$ cat src/rtl/video_pkg.sv
// video_pkg: shared palette defaults, attribute field positions and colour scaling.
package video_pkg;
  localparam int ATTR_FG_LSB = 0;
  localparam int ATTR_FG_W = 4;
  localparam int ATTR_BG_LSB = 4;
  localparam int ATTR_BG_W = 3;
  localparam int ATTR_MSB = 7;
  localparam logic [23:0] DEFAULT_PALETTE [16] = '{
    24'h000000, 24'h0000AA, 24'h00AA00, 24'h00AAAA,
    24'hAA0000, 24'hAA00AA, 24'hAA5500, 24'hAAAAAA,
    24'h555555, 24'h5555FF, 24'h55FF55, 24'h55FFFF,
    24'hFF5555, 24'hFF55FF, 24'hFFFF55, 24'hFFFFFF
  };
  // Keeps the top color_w bits of each channel, packed into the low 3*color_w bits.
  function automatic logic [23:0] scale_color(input logic [23:0] rgb24, input int color_w);
    logic [23:0] r, g, b;
    r = {16'd0, rgb24[23:16]} >> (8 - color_w);
    g = {16'd0, rgb24[15:8]} >> (8 - color_w);
    b = {16'd0, rgb24[7:0]} >> (8 - color_w);
    return (r << (2 * color_w)) | (g << color_w) | b;
  endfunction
endpackage

$ cat src/rtl/palette_regfile.sv
// palette_regfile: 16-entry colour table, one sync write port, one registered read port.
module palette_regfile
  import video_pkg::*;
#(
  parameter int COLOR_W = 8
) (
  input  logic                   clk_i,
  input  logic                   reset_i,
  input  logic                   we_i,
  input  logic [3:0]             waddr_i,
  input  logic [3*COLOR_W-1:0]   wdata_i,
  input  logic                   re_i,
  input  logic [3:0]             raddr_i,
  output logic [3*COLOR_W-1:0]   rdata_o
);
  logic [3*COLOR_W-1:0] r_mem [16];
  logic [3*COLOR_W-1:0] w_def [16];
  logic [3*COLOR_W-1:0] r_rdata;
  for (genvar k = 0; k < 16; k++) begin : g_def
    assign w_def[k] = (3*COLOR_W)'(scale_color(DEFAULT_PALETTE[k], COLOR_W));
  end
  // Read samples the pre-write contents, so a same-edge write is seen one cycle later.
  always_ff @(posedge clk_i) begin
    if (reset_i) begin
      for (int i = 0; i < 16; i++) r_mem[i] <= w_def[i];
      r_rdata <= '0;
    end else begin
      if (we_i) r_mem[waddr_i] <= wdata_i;
      if (re_i) r_rdata <= r_mem[raddr_i];
    end
  end
  assign rdata_o = r_rdata;
endmodule

$ cat src/rtl/attribute_palette.sv
// attribute_palette: text-mode attribute + glyph bit to RGB via a writable palette with frame-timed blink.
module attribute_palette
  import video_pkg::*;
#(
  parameter int COLOR_W = 8,
  parameter int BLINK_FRAMES = 16
) (
  input  logic                 clk_i,
  input  logic                 reset_i,
  input  logic                 pal_we_i,
  input  logic [3:0]           pal_addr_i,
  input  logic [3*COLOR_W-1:0] pal_wdata_i,
  input  logic                 frame_start_i,
  input  logic                 blink_mode_i,
  input  logic                 in_valid_i,
  input  logic [7:0]           attribute_i,
  input  logic                 pixel_on_i,
  output logic                 out_valid_o,
  output logic [3*COLOR_W-1:0] rgb_o,
  output logic                 blink_phase_o
);
  localparam int CNT_W = BLINK_FRAMES > 1 ? $clog2(BLINK_FRAMES) : 1;
  localparam logic [CNT_W-1:0] CNT_LAST = CNT_W'(BLINK_FRAMES - 1);
  logic [CNT_W-1:0] r_cnt;
  logic r_phase;
  logic r_s1_valid, r_s1_pix, r_s1_mode, r_s1_phase, r_out_valid;
  logic [7:0] r_s1_attr;
  logic [3:0] w_fg, w_bg, w_idx;
  logic w_hide, w_wrap;
  assign w_wrap = r_cnt == CNT_LAST;
  always_ff @(posedge clk_i) begin
    if (reset_i) begin
      r_cnt <= '0;
      r_phase <= 1'b0;
    end else if (frame_start_i) begin
      r_cnt <= w_wrap ? '0 : r_cnt + 1'b1;
      r_phase <= r_phase ^ w_wrap;
    end
  end
  // Stage 1 latches the pre-edge blink phase so a pixel's phase is fixed on entry.
  always_ff @(posedge clk_i) begin
    if (reset_i) begin
      r_s1_valid <= 1'b0;
      r_s1_attr <= '0;
      r_s1_pix <= 1'b0;
      r_s1_mode <= 1'b0;
      r_s1_phase <= 1'b0;
      r_out_valid <= 1'b0;
    end else begin
      r_s1_valid <= in_valid_i;
      r_s1_attr <= attribute_i;
      r_s1_pix <= pixel_on_i;
      r_s1_mode <= blink_mode_i;
      r_s1_phase <= r_phase;
      r_out_valid <= r_s1_valid;
    end
  end
  always_comb begin
    w_fg = r_s1_attr[ATTR_FG_LSB +: ATTR_FG_W];
    w_bg = r_s1_mode ? {1'b0, r_s1_attr[ATTR_BG_LSB +: ATTR_BG_W]} : r_s1_attr[ATTR_MSB -: 4];
    w_hide = r_s1_mode & r_s1_attr[ATTR_MSB] & r_s1_phase;
    w_idx = (r_s1_pix & ~w_hide) ? w_fg : w_bg;
  end
  palette_regfile #(.COLOR_W(COLOR_W)) u_pal (
    .clk_i   (clk_i),
    .reset_i (reset_i),
    .we_i    (pal_we_i),
    .waddr_i (pal_addr_i),
    .wdata_i (pal_wdata_i),
    .re_i    (r_s1_valid),
    .raddr_i (w_idx),
    .rdata_o (rgb_o)
  );
  assign out_valid_o = r_out_valid;
  assign blink_phase_o = r_phase;
endmodule

$ cat config.mk
export PLATFORM = sky130hd
export DESIGN_NAME = attribute_palette
export DESIGN_NICKNAME = d
export VERILOG_FILES = /design/src/rtl/video_pkg.sv /design/src/rtl/palette_regfile.sv /design/src/rtl/attribute_palette.sv
export SDC_FILE = /design/constraint.sdc
export NUM_CORES = 1
export LEC_CHECK = 0
export CAP_MARGIN = 20
export CELL_PAD_IN_SITES_DETAIL_PLACEMENT = 1
export CELL_PAD_IN_SITES_GLOBAL_PLACEMENT = 1
export CORE_ASPECT_RATIO = 0.9
export CORE_MARGIN = 4
export CORE_UTILIZATION = 54
export DETAILED_ROUTE_END_ITERATION = 8
export PLACE_DENSITY_LB_ADDON = 0.1
export RECOVER_POWER = 25
export SYNTH_ARGS = -nofsm -noshare
export SYNTH_HDL_FRONTEND = slang
export SYNTH_SLANG_ARGS = --single-unit
$ cat constraint.sdc
create_clock -name clk_i -period 5.2 [get_ports clk_i]
set_input_delay 1.56 -clock clk_i [delete_from_list [all_inputs] [get_ports clk_i]]
set_output_delay 1.56 -clock clk_i [all_outputs]
set_load 0.02 [all_outputs]
; ---- After elaboration in Yosys (flattened, before gate mapping)
; Memory sizes are Yosys's and may differ from the RTL's. A register that Yosys moved wholly into a read port is not among the register bits.
; Cells that the tools add are included.
[totals]
register_bits = 18
latchBits = 0
ram_bits = 384
rom_bits = 0
output_inout_bits = 26
word_cells = 28
memories = 1
[classes]
n_addsub = 1
mul = 0
n_div = 0
order_cmp = 0
n_eq_ne = 1
shifts = 0
n_mux = 11
bitwise = 5
reduce_logical = 1
[memory_table]
columns = name, depth, width, rd, rd_clocked_by_memory_dff, write_ports, line
row1 = u_pal.r_mem, 16, 24, 1, 1, 16, palette_regfile.sv:16  ; logic [3*COLOR_W-1:0] r_mem [16];
[ops]
columns = operator, count
row1 = $mux 24, 1
row2 = $reduce_or 24->1, 1
row3 = $mux 4, 4
row4 = $mux 1, 6
row5 = $add 4x1->4 const B, 1
row6 = $eq 4x4->1 const B, 1
row7 = $and 1x1->1, 3
row8 = $not 1->1, 1
row9 = $xor 1x1->1, 1

; ---- Longest topological paths before layout
[logic_depth]
word_depth = 5
depth_mapped = 10

; ---- Modules after synthesis
; A second synthesis with hierarchy kept.
[hier_totals]
hier_cells = 1429
hier_area_um2 = 19074.5
[by_module_without_submodules]
columns = mod, instances, cells_each, area_each_um2, seq_area_each_um2
row1 = palette_regfile, 1, 1371, 18416.4, 12011.5
row2 = attribute_palette, 1, 58, 658.1, 360.3

; ---- Least setup slack after synthesis
; Ideal clock, no wire load.
[synth_path]
path_type = input -> register
startpoint = in pal_we_i
endpoint = mem u_pal.r_mem[15][0] (netlist bit) (enable)
arrival_ps = 3222
required_ps = 4790
slack_ps = 1568
path_stages = 4
path_buffers = 1
cell_sequence = nor2b_1 nand3_1 clkbuf_1 o21bai_1
[synth_lines]
columns = item, line
row1 = start: declaration, attribute_palette.sv:10  ; input logic pal_we_i,
row2 = end: declaration, palette_regfile.sv:16

==> results_dict.tcl <==
set metrics [dict create \
    layout_min_cycle_time_ns 4.51 \
    ctsResizeCount 0 \
    reg2regPathDepth 8 \
    htreeDepth 2 \
    p_leak_nw 7.16 \
    cp_max_fo 28 \
    grt-ovfl-total 0 \
    core_area_um2 35000 \
    setup_violations 0 \
    die_x_um 206 \
    grt_max_degree 76 \
    final_nets 1712 \
    grt_pass1_vias 14190 \
    synthCells 1657 \
    crit_type "input pin to flip-flop" \
    n_fill_cell 3530 \
    endpoint_kind "flip-flop" \
    synth-edff-count 384 \
    design_area_um2 21500 \
    period_share 0.867 \
    cts_setup_buffers 0 \
    clk_pin_slew_worst_paths_ns 0.06 \
    max_stage_delay_ns 0.78 \
    place_congestion 0.843 \
    async_reset_ff_frac 0 \
    cp-start-kind "input pin" \
    fp.dieH_um 186 \
    cp.arrival_ns 4.69 \
    rsz0062_at_grt "no" \
    clkLatencyLatePin_ns 0.56 \
    slowest_stage "or2_2" \
    drt_wl_total_um 59200 \
    worst_pin_slew_ns 2.09 \
    cts_root_buffer "clkbuf_16" \
    postLayoutCoreUtil 0.614 \
    via_per_inst 6.19 \
    critPathLaunch "pal_addr_i[1]" \
    groute.usage.overall 0.308 \
    clock_path_buffers 3 \
    cp_top_family "simple AND/OR/NAND/NOR gates" \
    status "complete, but fails checks" \
    tns_ns 0 \
    drc 0 \
    maxCapViolCount 3 \
    cts_hold_buffers 0 \
    power_density_nw_per_um2 357 \
    drv_slew 132 \
    grt_pass1_wl_um 88500 \
    critPathCapture "u_pal.r_mem[5][13]" \
    cp_cell_sequence "dlygate4sd3_1 > nand2b_1 > nor2_1 > clkbuf_1 > or2_2" \
    syn_to_final_growth_pct 12.3 \
    synth_seq_cells 426 \
    port_buffers 68 \
    syn_nets 1701 \
    num_vias 13449 \
    yosysSeqAreaShare 0.648 \
    postPlaceCellArea_um2 20100 \
    r2r_setup_slack_ns 1.68 \
    drive_gt1_frac 0.0722 \
    antenna_left 0 \
    hp-class "flip-flop to flip-flop" \
    reg2reg_from "r_s1_mode" \
    synth_area_per_cell_um2 11.5 \
    ir_worst_vdd_uv 279 \
    hold_viol 0 \
    yosysWarnings 0 \
    whs_path_depth 1 \
    fmax_mhz 222 \
    synthesis.area_um2 19100 \
    start_util 0.546 \
    violations "capacitance limit, slew limit" \
    num_rows 65 \
    first_iter_violations 1246 \
    cts_buffers 45 \
    finClkSkew_ns 0.0150 \
    antenna_found_initial 4 \
    hold_ws_ns 0.497 \
    die-area_um2 38500 \
    wl_per_cell_um 27.2 \
    path_depth 5 \
    tritoncts "built" \
    firstDrtPassIters 5 \
    netlist-cell-type-count 40 \
    clock_sinks 426 \
    cp.buffers_inverters 2 \
    place_hpwl_um 36500 \
    worst_ep_required_time_ns 5.38 \
    boundaryPins 69 \
    synthFlopType "edfxtp_1" \
    slew_headroom -0.390 \
    reg2reg_to "u_pal.rdata_o[3]" \
]
[worst min path at each step]
stage             startpoint     endpoint  slack (ns)
2_1_floorplan     r_s1_valid  out_valid_o        0.45
4_1_cts        blink_phase_o   r_s1_phase        0.50
3_3_place_gp   blink_phase_o   r_s1_phase        0.49
6_report       blink_phase_o   r_s1_phase        0.50
3_5_place_dp   blink_phase_o   r_s1_phase        0.49
5_1_grt        blink_phase_o   r_s1_phase        0.51
[cell usage in the layout, fill, tap and decap left out, drive strengths merged, types with 24 or more instances in the layout]
| cell | Yosys | routed |
|---|---|---|
| edfxtp | 384 | 384 |
| and2 | 217 | 217 |
| nand2 | 198 | 198 |
| nor2 | 187 | 187 |
| or3 | 161 | 161 |
| clkbuf | 101 | 74 |
| nand3 | 53 | 53 |
| dfxtp | 42 | 42 |
| clkdlybuf4s50 | 0 | 41 |
| nand2b | 38 | 38 |
| nor3 | 34 | 34 |
| buf | 41 | 31 |
| nand4 | 29 | 29 |
| mux2i | 26 | 26 |
| dlygate4sd3 | 0 | 26 |
| a32oi | 24 | 24 |
| a311oi | 24 | 24 |
| a211oi | 24 | 24 |
| o22ai | 24 | 24 |
[stage by stage]
| step | setup slack, ns | instances | power (mW) |
|---|---|---|---|
| 6_report | 0.693 | 2174 | 7.67 |
| 2_1_floorplan | 1.57 | 1657 | 4.39 |
| 3_5_place_dp | 0.663 | 2090 | 4.68 |
| 3_3_place_gp | 0.915 | 2088 | 4.64 |
| 4_1_cts | 1.26 | 2173 | 7.70 |
| 5_1_grt | 0.624 | 2174 | 7.90 |
[cells by family after synthesis]
logic type	synth area share
buffers and inverters	0.0333
adder cells (fa/ha/maj)	0.000655
multiplexers	0.0136
flip-flops	0.648
AO/OA/AOI/OAI	0.0467
XOR/XNOR	0.000917
AND/OR/NAND/NOR	0.257
[cell usage after synthesis, types with 2 or more instances]
cell type / n / share of area
nand4_1: 29 / 0.0095
buf_6: 6 / 0.0035
edfxtp_1: 384 / 0.60
buf_2: 31 / 0.0081
o22ai_1: 24 / 0.0079
nand2b_1: 38 / 0.012
nor3_1: 30 / 0.0079
dfxtp_1: 42 / 0.044
or3_1: 161 / 0.053
nand3b_1: 2 / 0.00079
nor3_2: 3 / 0.0016
xor2_1: 2 / 0.00092
o211ai_4: 2 / 0.0022
mux2i_1: 26 / 0.014
nor2_1: 187 / 0.037
nand3_1: 53 / 0.014
a311oi_1: 24 / 0.011
clkbuf_1: 101 / 0.020
nand2_1: 198 / 0.039
buf_4: 4 / 0.0016
a211oi_1: 24 / 0.0094
or2_2: 15 / 0.0049
and2_1: 217 / 0.071
a32oi_1: 24 / 0.011
o211a_4: 2 / 0.0018
nor2b_1: 14 / 0.0046
[registers in the layout, indices dropped and copies added (netlist names)]
register,cells
blink_phase_o,1
out_valid_o,1
r_cnt,4
r_s1_attr,8
r_s1_mode,1
r_s1_phase,1
r_s1_pix,1
r_s1_valid,1
u_pal.r_mem,384
u_pal.rdata_o,24
[final cells by class]
| cell class | count | area [um2] | area share |
|---|---|---|---|
| antenna | 1 | 2.50 | 0.000117 |
| tap | 469 | 587 | 0.0273 |
| clock buffer | 66 | 1280 | 0.0595 |
| clock inverter | 17 | 105 | 0.00490 |
| sequential | 426 | 12400 | 0.576 |
| inverter | 1 | 3.75 | 0.000175 |
| multi-input combinational | 1088 | 6160 | 0.287 |
| timing repair buffer | 106 | 950 | 0.0443 |
[where the power goes]
part | leakage [nW] | internal, mW | switching (mW) | total, mW
Sequential | 4.11 | 3.93 | 0.0718 | 4.00
Combinational | 2.38 | 0.172 | 0.436 | 0.608
Clock | 0.681 | 1.75 | 1.31 | 3.06
[routing by layer]
layer  wire length, um  GRT usage  vias up
li1                  -          -     5917
met3              3880     0.0450      128
met4              2270      0.111        2
met5                14          0        -
met2             29300      0.513      528
met1             23800      0.415     6874
Power figures use the tool's default switching activity.
